<file path="config.mk">
export PLATFORM = sky130hd
export DESIGN_NAME = i2c_byte_master
export DESIGN_NICKNAME = d
export VERILOG_FILES = /design/src/rtl/i2c_byte_master.sv
export SDC_FILE = /design/constraint.sdc
export NUM_CORES = 1
export LEC_CHECK = 0
export CORE_ASPECT_RATIO = 0.7
export CORE_MARGIN = 10
export CORE_UTILIZATION = 55
export CTS_CLUSTER_DIAMETER = 40
export DETAILED_ROUTE_END_ITERATION = 10
export GPL_TIMING_DRIVEN = 0
export PLACE_DENSITY_LB_ADDON = 0.3
export SYNTH_ARGS = -nofsm -noshare
export SYNTH_HDL_FRONTEND = slang
export SYNTH_SLANG_ARGS = --single-unit
</file>
<file path="constraint.sdc">
create_clock -name clk -period 3.52 [get_ports clk]
set_clock_uncertainty 0.15 [all_clocks]
set_input_delay 0.528 -clock clk [delete_from_list [all_inputs] [get_ports clk]]
set_output_delay 0.528 -clock clk [all_outputs]
set_load 0.005 [all_outputs]
</file>
<file path="src/rtl/i2c_byte_master.sv">
`default_nettype none
// ============================================================================
// Module   : i2c_byte_master
// Summary  : Single-transaction open-drain I2C master (START, address, one
//            data byte, STOP). Define I2C_MASTER_10BIT_EN for 10-bit writes.
// Revision : 1.0 - initial release
// ============================================================================
module i2c_byte_master #(
    parameter int CLK_DIV = 125
) (
    input  logic       clk,
    input  logic       rstn,
    input  logic       cmd_valid,
    output logic       cmd_ready,
    input  logic       cmd_read,
    input  logic [9:0] cmd_addr,
    input  logic [7:0] cmd_wdata,
    output logic       rsp_valid,
    output logic [7:0] rsp_rdata,
    output logic       rsp_nack,
    output logic       busy,
    output logic       scl_oe,
    output logic       sda_oe,
    input  logic       sda_in
);
    localparam int CW = $clog2(CLK_DIV);
    localparam logic [CW-1:0] C_CNT_LAST = CW'(CLK_DIV - 1);

    localparam logic [3:0] ST_IDLE  = 4'd0;
    localparam logic [3:0] ST_START = 4'd1;
    localparam logic [3:0] ST_ADDR1 = 4'd2;
    localparam logic [3:0] ST_ACK1  = 4'd3;
    localparam logic [3:0] ST_ADDR2 = 4'd4;
    localparam logic [3:0] ST_ACK2  = 4'd5;
    localparam logic [3:0] ST_WRITE = 4'd6;
    localparam logic [3:0] ST_ACKW  = 4'd7;
    localparam logic [3:0] ST_READ  = 4'd8;
    localparam logic [3:0] ST_MACK  = 4'd9;
    localparam logic [3:0] ST_STOP  = 4'd10;
    localparam logic [3:0] ST_ERR   = 4'd11;

    logic [3:0]    r_state, w_state_nxt;
    logic [1:0]    r_q, w_q_nxt;
    logic [2:0]    r_bit, w_bit_nxt;
    logic [7:0]    r_sh, w_sh_nxt;
    logic [CW-1:0] r_cnt, w_cnt_nxt;
    logic          r_read, w_read_nxt;
    logic [7:0]    r_wdata, w_wdata_nxt;
    logic          r_rsp_valid, w_valid_nxt;
    logic          r_rsp_nack, w_nack_nxt;
    logic [7:0]    r_rsp_rdata, w_rdata_nxt;
    logic          r_scl_oe, r_sda_oe, w_scl_oe_nxt, w_sda_oe_nxt;
    logic          w_tick, w_accept, w_ready;
    logic          w_cmd_ten, w_ten;
    logic [7:0]    w_byte1, w_addr2;

`ifdef I2C_MASTER_10BIT_EN
    logic       r_ten;
    logic [7:0] r_addr_lo;

    always_ff @(posedge clk or negedge rstn) begin
        if (!rstn) begin
            r_ten     <= 1'b0;
            r_addr_lo <= 8'h00;
        end else if (w_accept) begin
            r_ten     <= w_cmd_ten;
            r_addr_lo <= cmd_addr[7:0];
        end
    end

    assign w_cmd_ten = |cmd_addr[9:7];
    assign w_byte1   = w_cmd_ten ? {5'b11110, cmd_addr[9:8], 1'b0} : {cmd_addr[6:0], cmd_read};
    assign w_ten     = r_ten;
    assign w_addr2   = r_addr_lo;
`else
    logic w_unused_addr;
    assign w_unused_addr = ^cmd_addr[9:7];
    assign w_cmd_ten     = 1'b0;
    assign w_byte1       = {cmd_addr[6:0], cmd_read};
    assign w_ten         = 1'b0;
    assign w_addr2       = 8'h00;
`endif

    assign w_ready  = (r_state == ST_IDLE) && !r_rsp_valid;
    assign w_accept = cmd_valid && w_ready;
    assign w_tick   = (r_state != ST_IDLE) && (r_state != ST_ERR) && (r_cnt == C_CNT_LAST);

    always_ff @(posedge clk or negedge rstn) begin : p_state
        if (!rstn) begin
            r_state     <= ST_IDLE;
            r_q         <= 2'd0;
            r_bit       <= 3'd7;
            r_sh        <= 8'h00;
            r_cnt       <= '0;
            r_read      <= 1'b0;
            r_wdata     <= 8'h00;
            r_rsp_valid <= 1'b0;
            r_rsp_nack  <= 1'b0;
            r_rsp_rdata <= 8'h00;
            r_scl_oe    <= 1'b0;
            r_sda_oe    <= 1'b0;
        end else begin
            r_state     <= w_state_nxt;
            r_q         <= w_q_nxt;
            r_bit       <= w_bit_nxt;
            r_sh        <= w_sh_nxt;
            r_cnt       <= w_cnt_nxt;
            r_read      <= w_read_nxt;
            r_wdata     <= w_wdata_nxt;
            r_rsp_valid <= w_valid_nxt;
            r_rsp_nack  <= w_nack_nxt;
            r_rsp_rdata <= w_rdata_nxt;
            if (w_tick) begin
                r_scl_oe <= w_scl_oe_nxt;
                r_sda_oe <= w_sda_oe_nxt;
            end
        end
    end

    always_comb begin : p_next
        w_state_nxt = r_state;
        w_q_nxt     = r_q;
        w_bit_nxt   = r_bit;
        w_sh_nxt    = r_sh;
        w_read_nxt  = r_read;
        w_wdata_nxt = r_wdata;
        w_valid_nxt = 1'b0;
        w_nack_nxt  = r_rsp_nack;
        w_rdata_nxt = r_rsp_rdata;
        w_cnt_nxt   = (r_state == ST_IDLE || r_state == ST_ERR || w_tick) ? '0 : r_cnt + CW'(1);
        case (r_state)
            ST_IDLE: if (w_accept) begin
                w_read_nxt  = cmd_read;
                w_wdata_nxt = cmd_wdata;
                w_rdata_nxt = 8'h00;
                w_nack_nxt  = 1'b0;
                w_q_nxt     = 2'd0;
                w_bit_nxt   = 3'd7;
                w_sh_nxt    = w_byte1;
                // 10-bit reads are rejected without touching the bus
                if (w_cmd_ten && cmd_read) begin
                    w_state_nxt = ST_ERR;
                    w_nack_nxt  = 1'b1;
                end else begin
                    w_state_nxt = ST_START;
                end
            end
            ST_START: if (w_tick) begin
                if (r_q == 2'd1) begin
                    w_state_nxt = ST_ADDR1;
                    w_q_nxt     = 2'd0;
                end else begin
                    w_q_nxt = r_q + 2'd1;
                end
            end
            ST_ADDR1, ST_ADDR2, ST_WRITE: if (w_tick) begin
                if (r_q == 2'd3) begin
                    w_q_nxt = 2'd0;
                    if (r_bit == 3'd0) begin
                        w_state_nxt = (r_state == ST_ADDR1) ? ST_ACK1 :
                                      (r_state == ST_ADDR2) ? ST_ACK2 : ST_ACKW;
                    end else begin
                        w_bit_nxt = r_bit - 3'd1;
                        w_sh_nxt  = {r_sh[6:0], 1'b0};
                    end
                end else begin
                    w_q_nxt = r_q + 2'd1;
                end
            end
            ST_ACK1, ST_ACK2, ST_ACKW: if (w_tick) begin
                if (r_q == 2'd3) begin
                    w_q_nxt   = 2'd0;
                    w_bit_nxt = 3'd7;
                    if (r_rsp_nack || r_state == ST_ACKW) begin
                        w_state_nxt = ST_STOP;
                    end else if (r_state == ST_ACK1 && w_ten) begin
                        w_state_nxt = ST_ADDR2;
                        w_sh_nxt    = w_addr2;
                    end else if (r_read) begin
                        w_state_nxt = ST_READ;
                    end else begin
                        w_state_nxt = ST_WRITE;
                        w_sh_nxt    = r_wdata;
                    end
                end else begin
                    w_q_nxt = r_q + 2'd1;
                    if (r_q == 2'd2 && sda_in) w_nack_nxt = 1'b1;
                end
            end
            ST_READ: if (w_tick) begin
                if (r_q == 2'd3) begin
                    w_q_nxt = 2'd0;
                    if (r_bit == 3'd0) begin
                        w_state_nxt = ST_MACK;
                        w_rdata_nxt = r_sh;
                    end else begin
                        w_bit_nxt = r_bit - 3'd1;
                    end
                end else begin
                    w_q_nxt = r_q + 2'd1;
                    if (r_q == 2'd2) w_sh_nxt = {r_sh[6:0], sda_in};
                end
            end
            ST_MACK: if (w_tick) begin
                if (r_q == 2'd3) begin
                    w_state_nxt = ST_STOP;
                    w_q_nxt     = 2'd0;
                end else begin
                    w_q_nxt = r_q + 2'd1;
                end
            end
            ST_STOP: if (w_tick) begin
                if (r_q == 2'd2) begin
                    w_state_nxt = ST_IDLE;
                    w_q_nxt     = 2'd0;
                    w_valid_nxt = 1'b1;
                end else begin
                    w_q_nxt = r_q + 2'd1;
                end
            end
            ST_ERR: begin
                w_state_nxt = ST_IDLE;
                w_valid_nxt = 1'b1;
            end
            default: w_state_nxt = ST_IDLE;
        endcase
    end

    // Pad levels are decoded from the phase being entered and latched on the tick
    always_comb begin : p_pads
        w_scl_oe_nxt = 1'b0;
        w_sda_oe_nxt = 1'b0;
        case (w_state_nxt)
            ST_START: w_sda_oe_nxt = (w_q_nxt == 2'd1);
            ST_ADDR1, ST_ADDR2, ST_WRITE: begin
                w_scl_oe_nxt = (w_q_nxt == 2'd0) || (w_q_nxt == 2'd3);
                w_sda_oe_nxt = ~w_sh_nxt[7];
            end
            ST_ACK1, ST_ACK2, ST_ACKW, ST_READ, ST_MACK:
                w_scl_oe_nxt = (w_q_nxt == 2'd0) || (w_q_nxt == 2'd3);
            ST_STOP: begin
                w_scl_oe_nxt = (w_q_nxt == 2'd0);
                w_sda_oe_nxt = (w_q_nxt != 2'd2);
            end
            default: ;
        endcase
    end

    assign cmd_ready = w_ready;
    assign busy      = (r_state != ST_IDLE) || r_rsp_valid;
    assign rsp_valid = r_rsp_valid;
    assign rsp_nack  = r_rsp_nack;
    assign rsp_rdata = r_rsp_rdata;
    assign scl_oe    = r_scl_oe;
    assign sda_oe    = r_sda_oe;

endmodule
`default_nettype wire

</file>
# [Yosys cells after proc, flatten, opt, wreduce, memory -nomap -nowiden]
# Cells that the tools add are included.
[op_classes] eq_ne=47 mux=63 n_addsub=3 reduce_logical=30 bitwise=1
[ops] cell="2-to-1 mux 8 bit" count=15
[ops] cell="2-to-1 mux 4 bit" count=17
[ops] cell="!= test 2 bit, second input constant" count=17
[ops] cell="== test 4 x 3 -> 1 bit, second input constant" count=8
[ops] cell="case mux 8 bit (4 select lines)" count=1
[ops] cell="== test 4 bit, second input constant" count=7
[ops] cell="case mux 4 bit (7 select lines)" count=1
[ops] cell="2-to-1 mux 3 bit" count=7
[ops] cell="== test 4 x 2 -> 1 bit, second input constant" count=4
[ops] cell="2-to-1 mux 2 bit" count=8
[ops] cell="case mux 8 bit (2 select lines)" count=1
[ops] cell="OR reduction 8 bit" count=2
[ops] cell="AND reduction 12 bit" count=1
[ops] cell="AND reduction 5 bit" count=2
[ops] cell="case mux 3 bit (3 select lines)" count=1
[ops] cell="OR reduction 3 bit" count=3
[ops] cell="== test 4 x 1 -> 1 bit, second input constant" count=2
[ops] cell="case mux 2 bit (4 select lines)" count=1
[ops] cell="nonzero test 4 bit" count=2
[ops] cell="adder 7 x 1 -> 7 bit, second input constant" count=1
[ops] cell="== test 7 bit, second input constant" count=1
[ops] cell="2-to-1 mux 7 bit" count=1
[ops] cell="AND reduction 7 bit" count=1
[ops] cell="== test 2 bit, second input constant" count=3
[ops] cell="19 further kinds" count=37
[totals] in_bits=23 out_inout_bits=14 regBits=45 word_cells=157

# [Longest topological paths before layout]
# Gate-level depths: netlist (run 1).
[logic_depth] depth_word=10 ltp_mapped=13 mapped_depth_nobuf=12

# [Worst setup path before layout (run 1)]
# No wires, ideal clock.
[synth_timing] kind="register to register" startpoint="reg r_state[3]" endpoint="reg r_scl_oe (netlist: scl_oe)" required_ps=3289 stages_incl_launch_ff=12 synth_period_minus_slack_ps=2920 arrival_time_ps=2689 path_slack_ps=600 setup_time_ps=81 cell_sequence="dfrtp_1 > buf_2 > or4_1 > o21ai_1 > o31ai_1 > a22oi_1 > o31ai_1 > o211ai_1 > o21ai_0 > ha_1 > or4_4 > o211ai_2"
[synth_between] elab_chain_len=10 elab_cells_between_ends=59 cone_classes="eq/ne (21); mux (25); reduce/logical (13)"
[synth_lines] element="start, declared" line_no="42" text="logic [3:0] r_state, w_state_nxt;"
[synth_lines] element="start signal, assigned" line_no="103" text="r_state <= w_state_nxt;"
[synth_lines] element="== test 4 x 3 -> 1 bit" line_no="131, 161"
[synth_lines] element="2-to-1 mux 2 bit" line_no="161" text="(r_state == ST_ADDR2) ? ST_ACK2 : ST_ACKW;"
[synth_lines] element="2-to-1 mux 3 bit" line_no="160" text="w_state_nxt = (r_state == ST_ADDR1) ? ST_ACK1 :"
[synth_lines] element="2-to-1 mux 4 bit" line_no="159" text="if (r_bit == 3'd0) begin"
[synth_lines] element="2-to-1 mux 4 bit" line_no="157" text="if (r_q == 2'd3) begin"
[synth_lines] element="2-to-1 mux 4 bit" line_no="156" text="ST_ADDR1, ST_ADDR2, ST_WRITE: if (w_tick) begin"
[synth_lines] element="case mux 4 bit (7 select lines)" line_no="131" text="case (r_state)"
[synth_lines] element="== test 4 x 2 -> 1 bit (tied with other cells)" line_no="233" text="case (w_state_nxt)"
[synth_lines] element="OR reduction 8 bit (no source line)"
[synth_lines] element="case mux 1 bit (2 select lines)" line_no="233"
[synth_lines] element="end signal, assigned" line_no="114" text="r_scl_oe <= w_scl_oe_nxt;"
[synth_lines] element="end, declared" line_no="52" text="logic r_scl_oe, r_sda_oe, w_scl_oe_nxt, w_sda_oe_nxt;"
# Several ways; a longest one is shown, not always the timed one.
# A chain may end at the register's enable or synchronous reset.

# [Worst setup path after layout (run 1)]
# Same ends and word-level chain as after synthesis.

==> tab_implementation.tex, run 1 <==
\begin{tabular}{lr}
\hline
Metric & Value \\
\hline
\multicolumn{2}{l}{\textbf{Clocking}} \\
\quad Maximum root-to-sink buffer count & 2 \\
\quad TritonCTS buffer count & 5 \\
\quad Insertion delay to the later sink of the worst-skew pair & 0.31 ns \\
\quad Root buffer cell & sky130\_fd\_sc\_hd\_\_clkbuf\_8 \\
\quad CTS H-tree lvls & 2 \\
\quad CTS hold repair buffers & 0 \\
\quad Post-CTS setup buffer count & 0 \\
\quad CTS clock-pin slew for the worst setup and hold paths & 0.09 ns \\
\quad Total of cells resized after clock tree synthesis & 0 \\
\quad Clock tree from TritonCTS & yes \\
\quad Number of clock sinks & 45 \\
\multicolumn{2}{l}{\textbf{GRT}} \\
\quad Initial antenna violation count & 0 \\
\quad GRT Overall Usage & 0.171 \\
\quad Vias in the first global route & 2333 \\
\quad Global-route wire length before repair & 11.5 mm \\
\quad Remaining global-route overflow & 0 \\
\quad Largest net degree at the start of global routing & 25 \\
\multicolumn{2}{l}{\textbf{Place}} \\
\quad I/O Buffers & 33 \\
\quad Final HPWL DP & 5.13 mm \\
\quad RD Place Congestion & 0.912 \\
\multicolumn{2}{l}{\textbf{Logic synthesis}} \\
\quad Fraction of synthesis flops using an asynchronous set or reset pin & 1.00 \\
\quad Part of the Yosys area used for sequential elements & 0.417 \\
\quad Cell accounting for the most synthesized area & sky130\_fd\_sc\_hd\_\_dfrtp\_1 \\
\quad Biggest area contributors in the synthesized netlist & sky130\_fd\_sc\_hd\_\_dfrtp\_1 (39\%), sky130\_fd\_sc\_hd\_\_nand2\_1 (7.1\%), sky130\_fd\_sc\_hd\_\_ha\_1 (6.0\%) \\
\quad Post-synthesis cell count & 303 \\
\quad Share of the synthesized area in the top cell type & 0.388 \\
\quad Unique cell type count in the Yosys netlist & 62 \\
\quad Count of flip-flops with a built-in enable after synthesis & 0 \\
\quad Post-synthesis sequential element count & 45 \\
\quad Synthesis Warnings & 0 \\
\quad Commonest register cell after synthesis & sky130\_fd\_sc\_hd\_\_dfrtp\_1 \\
\quad Area of the mapped netlist & 0.00271 sq mm \\
\quad Synthesized area divided by synthesized cell count & 8.94 sq um \\
\quad Synthesized net count & 339 \\
\multicolumn{2}{l}{\textbf{Routing}} \\
\quad Post-route met1 wirelength & 3.34 mm \\
\quad Routed WL per cell & 17.1 microns \\
\quad Number of remaining DRC errors & 0 \\
\quad Vias after detailed routing & 2454 \\
\quad Detailed Route Iter0 Violations & 254 \\
\quad DRT Wirelength & 7.07 mm \\
\quad Number of nets with antenna violations after routing & 0 \\
\quad Via-to-Cell Ratio & 5.93 \\
\quad Pre-Repair DR Iteration Count & 7 \\
\quad Top layer reached by signal wires & met4 \\
\quad Met3 WL post-DR & 698 microns \\
\quad Metal2 WL & 2.92 mm \\
\multicolumn{2}{l}{\textbf{Final layout}} \\
\quad Area Growth Syn to Fin & 20.6\% \\
\quad Final core utilization & 0.683 \\
\quad Most common library cell in the layout ignoring fill and taps & sky130\_fd\_sc\_hd\_\_nand2\_1 \\
\quad Net count reported at finish & 380 \\
\quad Number of antenna diodes & 0 \\
\quad Proportion of layout cells with a drive suffix above 1 & 0.113 \\
\quad Commonest cells after routing, fill and taps aside & sky130\_fd\_sc\_hd\_\_nand2\_1 (51), sky130\_fd\_sc\_hd\_\_dfrtp\_1 (42), sky130\_fd\_sc\_hd\_\_clkdlybuf4s50\_1 (32) \\
\multicolumn{2}{l}{\textbf{Timing}} \\
\quad Final Hold Vio Count & 0 \\
\quad Unrepaired setup endpoints after global routing & false \\
\quad Slew @ Worst Pin & 0.687 ns \\
\quad Worst slew margin relative to its limit & 0.538 \\
\quad Period Utilization, post-route & 0.928 \\
\quad Count of endpoints failing setup in the final report & 0 \\
\quad Slew Limit Fails & 0 \\
\quad Final Critical Period & 3.27 ns \\
\quad Maximum clock frequency & 0.306 GHz \\
\quad Setup tns final & 0 ns \\
\multicolumn{2}{l}{\textbf{Critical path}} \\
\quad Data required time at the worst endpoint & 3.60 ns \\
\quad CP Max Fanout & 10 \\
\quad Critical setup path kind & flip-flop to flip-flop \\
\quad Data arrival time of the critical path & 3.35 ns \\
\quad Nature of the critical path endpoint & flip-flop \\
\quad Startpoint type of the worst setup path & flip-flop \\
\multicolumn{2}{l}{\textbf{Floorplanning}} \\
\quad DIE HEIGHT & 78.7 microns \\
\quad X dimension of the die & 104 microns \\
\quad Floorplan row count & 21 \\
\quad Starting density of the core & 0.566 \\
\quad Total core area & 0.00478 sq mm \\
\quad Total Die Area & 0.00818 sq mm \\
\quad I/O pin cnt & 37 \\
\multicolumn{2}{l}{\textbf{Power}} \\
\quad Max rail drop VDD & 264 uV \\
\quad Sum of internal, switching and leakage power & 1.02 mW \\
\quad Total power per unit cell area & 313 mW/mm\^{}2 \\
\quad Leakage power & 1.41 nW \\
\multicolumn{2}{l}{\textbf{Status}} \\
\quad Status & complete, no violations \\
\multicolumn{2}{l}{\textbf{Worst hold path}} \\
\quad Type of the worst min-delay path & primary input to async pin \\
\multicolumn{2}{l}{\textbf{Run}} \\
\quad Max-capacitance violation count & 0 \\
\hline
\end{tabular}
==> report_power, final <==
group	internal (mW)	switching (mW)	total (mW)
clock network	0.231	0.189	0.420
registers	0.530	0.0101	0.540
logic	0.0368	0.0271	0.0639
==> logic make-up after synthesis <==
logic type / after synthesis / synth area share
XOR/XNOR: 7 / 0.0226
buffers and inverters: 32 / 0.0503
AO/OA/AOI/OAI: 71 / 0.192
flip-flops: 45 / 0.417
adder cells (fa/ha/maj): 13 / 0.0600
multiplexers: 1 / 0.00370
AND/OR/NAND/NOR: 134 / 0.255
==> registers in the layout, indices dropped and copies added (netlist names) <==
register	cells
r_sh	8
r_wdata	8
rsp_rdata	8
r_cnt	7
r_state	4
r_bit	3
r_q	2
r_read	1
rsp_nack	1
rsp_valid	1
scl_oe	1
sda_oe	1
==> cell type report <==
| type | count | area (sq um) |
|---|---|---|
| Fill cell | 396 | 1510 |
| Clock buffer | 6 | 82.6 |
| Sequential cell | 45 | 1130 |
| Multi-Input combinational cell | 226 | 1440 |
| Clock inverter | 2 | 37.5 |
| Inverter | 21 | 78.8 |
| Buffer | 11 | 57.6 |
| Timing Repair Buffer | 34 | 353 |
| Tap cell | 69 | 86.3 |
==> through the flow <==
step	instances	area, sq um	setup slack (ns)	hold WS (ns)
floorplan	303	2710	0.600	0.0824
global placement	405	3130	0.382	0.313
detailed placement	406	3150	0.342	0.336
CTS	414	3270	0.315	0.0574
global route	414	3270	0.146	0.0779
finish	414	3270	0.254	0.0404
==> critical path, cell delays in order, from the launching register on <==
cell                       delay [ns]
sky130_fd_sc_hd__dfrtp_1         0.40
sky130_fd_sc_hd__buf_2           0.25
sky130_fd_sc_hd__clkbuf_1        0.42
sky130_fd_sc_hd__inv_1           0.25
sky130_fd_sc_hd__a32o_1          0.28
sky130_fd_sc_hd__a22oi_1         0.21
sky130_fd_sc_hd__nor2_1          0.08
sky130_fd_sc_hd__a31oi_1         0.23
sky130_fd_sc_hd__ha_1            0.28
sky130_fd_sc_hd__or4_4           0.53
sky130_fd_sc_hd__o211ai_2        0.09
==> Yosys cell counts, drive strengths merged (3+ instances only) <==
cell	instances
buf	9
dfstp	3
a22o	4
and4	3
a21oi	10
ha	13
o211ai	3
and3	3
nor2	27
inv	21
a222oi	3
nand3	17
a22oi	5
nor2b	4
nand2	51
a31oi	5
nor3	7
o31ai	6
nand4	3
a221o	5
o21ai	18
nand2b	4
xor2	5
dfrtp	42
==> final timing paths <==
path | startpoint | to | slack [ns] | depth (start not counted)
hold reg to reg | r_wdata[5] | r_wdata[5] | 0.36 | 2
min in group clk | r_wdata[5] | r_wdata[5] | 0.36 | 2
hold / removal | rstn | r_q[0] | 0.04 | 1
setup reg to reg | r_state[3] | scl_oe | 0.25 | 10
max in group asynchronous | rstn | r_sh[0] | 2.67 | 2
setup / recovery | r_state[3] | scl_oe | 0.25 | 10
==> layer usage <==
layer  up-vias  global-route usage
li1       1168                   -
met1      1156               0.237
met2       117               0.244
met3        13              0.0613
met4         0              0.0512
met5         -                   0
Power figures use the tool's default switching activity.
==> run 2: changes to the inputs <==
Settings changed: ABC_AREA from default to 1, CORE_UTILIZATION 55 to 50.
==> run 2 against run 1 <==
Net effect:
- worst hold slack better by 0.31 ns
- first-iteration DRC count down 32%
- critical path type unchanged
- largest cell class unchanged
- sequential power decreased by 2%
- largest power group unchanged
- fmax rose by 19%
==> tab_implementation.tex, run 2 <==
\begin{tabular}{lr}
\hline
Metric & Value \\
\hline
\multicolumn{2}{l}{\textbf{Logic synthesis}} \\
\quad Biggest area contributors in the synthesized netlist & sky130\_fd\_sc\_hd\_\_dfrtp\_1 (36\%), sky130\_fd\_sc\_hd\_\_nand2\_1 (13\%), sky130\_fd\_sc\_hd\_\_inv\_1 (6.9\%) \\
\quad Cell accounting for the most synthesized area & sky130\_fd\_sc\_hd\_\_dfrtp\_1 \\
\quad Post-synthesis sequential element count & 45 (unchanged) \\
\quad Unique cell type count in the Yosys netlist & 41 (-34\%) \\
\quad Post-synthesis cell count & 386 (+27\%) \\
\quad Synthesized area divided by synthesized cell count & 7.47 sq um (-16\%) \\
\quad Count of flip-flops with a built-in enable after synthesis & 0 (unchanged) \\
\quad Part of the Yosys area used for sequential elements & 0.392 (-0.0255) \\
\quad Fraction of synthesis flops using an asynchronous set or reset pin & 1.00 (unchanged) \\
\quad Synthesized net count & 422 (+24\%) \\
\quad Synthesis Warnings & 0 (unchanged) \\
\quad Share of the synthesized area in the top cell type & 0.364 (-0.0237) \\
\quad Commonest register cell after synthesis & sky130\_fd\_sc\_hd\_\_dfrtp\_1 \\
\quad Most common cell in the netlist & sky130\_fd\_sc\_hd\_\_nand2\_1 \\
\quad Area of the mapped netlist & 0.00289 sq mm (+6.5\%) \\
\quad Most instantiated cells after synthesis & sky130\_fd\_sc\_hd\_\_nand2\_1 (103), sky130\_fd\_sc\_hd\_\_inv\_1 (53), sky130\_fd\_sc\_hd\_\_nor2\_1 (43), sky130\_fd\_sc\_hd\_\_dfrtp\_1 (42), sky130\_fd\_sc\_hd\_\_o21ai\_0 (24) \\
\multicolumn{2}{l}{\textbf{Final layout}} \\
\quad Commonest cells after routing, fill and taps aside & sky130\_fd\_sc\_hd\_\_nand2\_1 (103), sky130\_fd\_sc\_hd\_\_inv\_1 (53), sky130\_fd\_sc\_hd\_\_nor2\_1 (43) \\
\quad Area Growth Syn to Fin & 19.7\% \\
\quad Layout filler cell count & 546 (+38\%) \\
\quad Number of antenna diodes & 0 (unchanged) \\
\quad Net count reported at finish & 464 (+22\%) \\
\quad Proportion of layout cells with a drive suffix above 1 & 0.110 (-0.00349) \\
\quad Most common library cell in the layout ignoring fill and taps & sky130\_fd\_sc\_hd\_\_nand2\_1 \\
\multicolumn{2}{l}{\textbf{Power}} \\
\quad Total power per unit cell area & 288 mW/mm\^{}2 (-8.1\%) \\
\quad Max rail drop VDD & 156 uV (-41\%) \\
\quad Leakage power & 1.74 nW (+23\%) \\
\quad Sum of internal, switching and leakage power & 0.995 mW (-2.8\%) \\
\multicolumn{2}{l}{\textbf{Critical path}} \\
\quad CP Max Fanout & 7 (-3) \\
\quad Data required time at the worst endpoint & 3.61 ns (about the same) \\
\quad Critical-path cell with the highest stage delay & sky130\_fd\_sc\_hd\_\_dfrtp\_1 \\
\quad Nature of the critical path endpoint & flip-flop \\
\quad Critical setup path kind & flip-flop to flip-flop \\
\quad Largest stage delay on the critical path & 0.42 ns (-0.11 ns) \\
\quad Most frequent cell on the critical path & sky130\_fd\_sc\_hd\_\_nor2\_1 \\
\quad Critical-path cell list & inv\_1 > ha\_1 > nand3\_1 > nor2\_2 > nand3\_1 > o211ai\_1 > o2111ai\_1 > nor2\_1 > ha\_1 > nand3\_1 > nor2\_1 > nor2\_1 > nor2\_1 > nand2\_1 > a21oi\_2 \\
\quad Startpoint type of the worst setup path & flip-flop \\
\quad Data arrival time of the critical path & 2.84 ns (-0.51 ns) \\
\multicolumn{2}{l}{\textbf{Timing}} \\
\quad Worst slew margin relative to its limit & 0.677 (+0.139) \\
\quad Final Hold Vio Count & 0 (unchanged) \\
\quad Period Utilization, post-route & 0.782 (-0.146) \\
\quad Final Critical Period & 2.75 ns (-0.515 ns) \\
\quad Unrepaired setup endpoints after global routing & false \\
\quad Setup tns final & 0 ns (unchanged) \\
\quad Slew Limit Fails & 0 (unchanged) \\
\quad Maximum clock frequency & 0.363 GHz (+19\%) \\
\quad Count of endpoints failing setup in the final report & 0 (unchanged) \\
\quad Slew @ Worst Pin & 0.484 ns (-0.203 ns) \\
\multicolumn{2}{l}{\textbf{Floorplanning}} \\
\quad X dimension of the die & 111 microns (+6.7\%) \\
\quad Floorplan row count & 23 (+9.5\%) \\
\quad Total core area & 0.00567 sq mm (+19\%) \\
\quad Total Die Area & 0.00926 sq mm (+13\%) \\
\quad I/O pin cnt & 37 (unchanged) \\
\quad Starting density of the core & 0.509 (-0.0575) \\
\quad DIE HEIGHT & 83.6 microns (+6.1\%) \\
\multicolumn{2}{l}{\textbf{GRT}} \\
\quad Remaining global-route overflow & 0 (unchanged) \\
\quad Largest net degree at the start of global routing & 35 (+40\%) \\
\quad Vias in the first global route & 2483 (+6.4\%) \\
\quad GRT Overall Usage & 0.157 (-0.0138) \\
\quad Initial antenna violation count & 0 (unchanged) \\
\quad Global-route wire length before repair & 12.3 mm (+6.7\%) \\
\multicolumn{2}{l}{\textbf{Clocking}} \\
\quad CTS clock-pin slew for the worst setup and hold paths & 0.09 ns (about the same) \\
\quad Insertion delay to the later sink of the worst-skew pair & 0.31 ns (about the same) \\
\quad TritonCTS buffer count & 5 (unchanged) \\
\quad Clock tree from TritonCTS & yes \\
\quad Number of clock sinks & 45 (unchanged) \\
\quad Total of cells resized after clock tree synthesis & 0 (unchanged) \\
\quad Root buffer cell & sky130\_fd\_sc\_hd\_\_clkbuf\_8 \\
\quad CTS H-tree lvls & 2 (unchanged) \\
\quad Maximum root-to-sink buffer count & 2 (unchanged) \\
\multicolumn{2}{l}{\textbf{Routing}} \\
\quad Via-to-Cell Ratio & 5.23 (-12\%) \\
\quad Number of nets with antenna violations after routing & 0 (unchanged) \\
\quad Detailed Route Iter0 Violations & 172 (-32\%) \\
\quad Vias after detailed routing & 2638 (+7.5\%) \\
\quad DRT Wirelength & 7.40 mm (+4.7\%) \\
\quad Number of remaining DRC errors & 0 (unchanged) \\
\quad Pre-Repair DR Iteration Count & 5 (-2) \\
\quad Routed WL per cell & 14.7 microns (-14\%) \\
\multicolumn{2}{l}{\textbf{Place}} \\
\quad RD Place Congestion & 0.896 (-1.8\%) \\
\quad Final HPWL DP & 5.75 mm (+12\%) \\
\quad I/O Buffers & 33 (unchanged) \\
\multicolumn{2}{l}{\textbf{Status}} \\
\quad Status & complete, no violations \\
\multicolumn{2}{l}{\textbf{Worst hold path}} \\
\quad Type of the worst min-delay path & flip-flop to flip-flop \\
\multicolumn{2}{l}{\textbf{Run}} \\
\quad Max-capacitance violation count & 0 (unchanged) \\
\hline
\end{tabular}
run 2: changes by cell type in the layout (fill, tap and decap cells not counted), sizes merged, moves of 5 or more:
cell and change:
o21ai +8, o31ai -5, a221o -5, a22oi -5
inv +38, nor2 +25, nand2 +57, nand3 +6
run 2: metrics by stage:
stage / setup WS, ns / util / hold WS (ns) / std cells / instance area, sq um
floorplan: 1.23 / - / 0.0824 / 386 / 2890
global placement: 0.519 / 0.584 / 0.319 / 494 / 3310
detailed placement: 0.753 / 0.586 / 0.277 / 495 / 3320
CTS: 0.791 / 0.609 / 0.342 / 504 / 3450
global route: 0.522 / 0.609 / 0.366 / 504 / 3450
finish: 0.768 / 0.609 / 0.347 / 504 / 3450
run 2: worst max-delay path, delay by kind of cell, from the launching register on:
kind	cells	cell delay, ns
DFF	1	0.42
and+or+nand+nor	9	1.15
adders and majority gates	2	0.32
AOI/OAI and AO/OA	3	0.57
buffers and inverters	1	0.07
run 2: final cells by class:
class / count / area, sq um / area share
multi-input cells: 277 / 1500 / 0.434
clock buffers: 6 / 82.6 / 0.0239
repair buffers: 35 / 355 / 0.103
flip-flops and latches: 45 / 1130 / 0.327
clock inverters: 2 / 37.5 / 0.0109
plain buffers: 5 / 36.3 / 0.0105
well taps: 75 / 93.8 / 0.0272
inverters: 59 / 221 / 0.0641
run 2: kinds of logic after synthesis:
family,Yosys count,share of synthesized area
AND/OR/NAND/NOR,201,0.317
buffers and inverters,64,0.0893
AO/OA/AOI/OAI,60,0.134
flip-flops,45,0.392
adder cells (fa/ha/maj),13,0.0564
multiplexers,2,0.00781
XOR/XNOR,1,0.00304
run 2: timing repair:
item | in CTS | in global routing
setup buffers | 0 | 0
setup endpoints to repair | 0 | 0
hold buffers | 1 | 0
hold endpoints to repair | 9 | 0
run 2: final timing paths:
| check | from | end | slack, ns | cells after the start |
|---|---|---|---|---|
| max in group asynchronous | rstn | r_bit[1] | 2.21 | 3 |
| worst max register to register | r_cnt[0] | sda_oe | 0.77 | 15 |
| worst min register to register | r_wdata[4] | r_wdata[4] | 0.35 | 2 |
| min in group asynchronous | rstn | rsp_rdata[4] | 0.47 | 2 |
| worst min-delay path | r_wdata[4] | r_wdata[4] | 0.35 | 2 |
| worst max-delay path | r_cnt[0] | sda_oe | 0.77 | 15 |
run 2: where the power goes:
group          switching, mW  internal [mW]  total, mW
clock                  0.193          0.231      0.424
sequential           0.00447          0.523      0.527
combinational         0.0193         0.0247     0.0440
total                  0.216          0.779      0.995
run 2: per-layer routing:
metal / share of wire / global-route usage / vias to the layer above
met1: 0.52 / 0.233 / 1204
met3: 0.081 / 0.0338 / 8
met4: 0.0082 / 0.0377 / 0
met5: 0 / 0 / -
li1: - / - / 1329
met2: 0.39 / 0.221 / 97
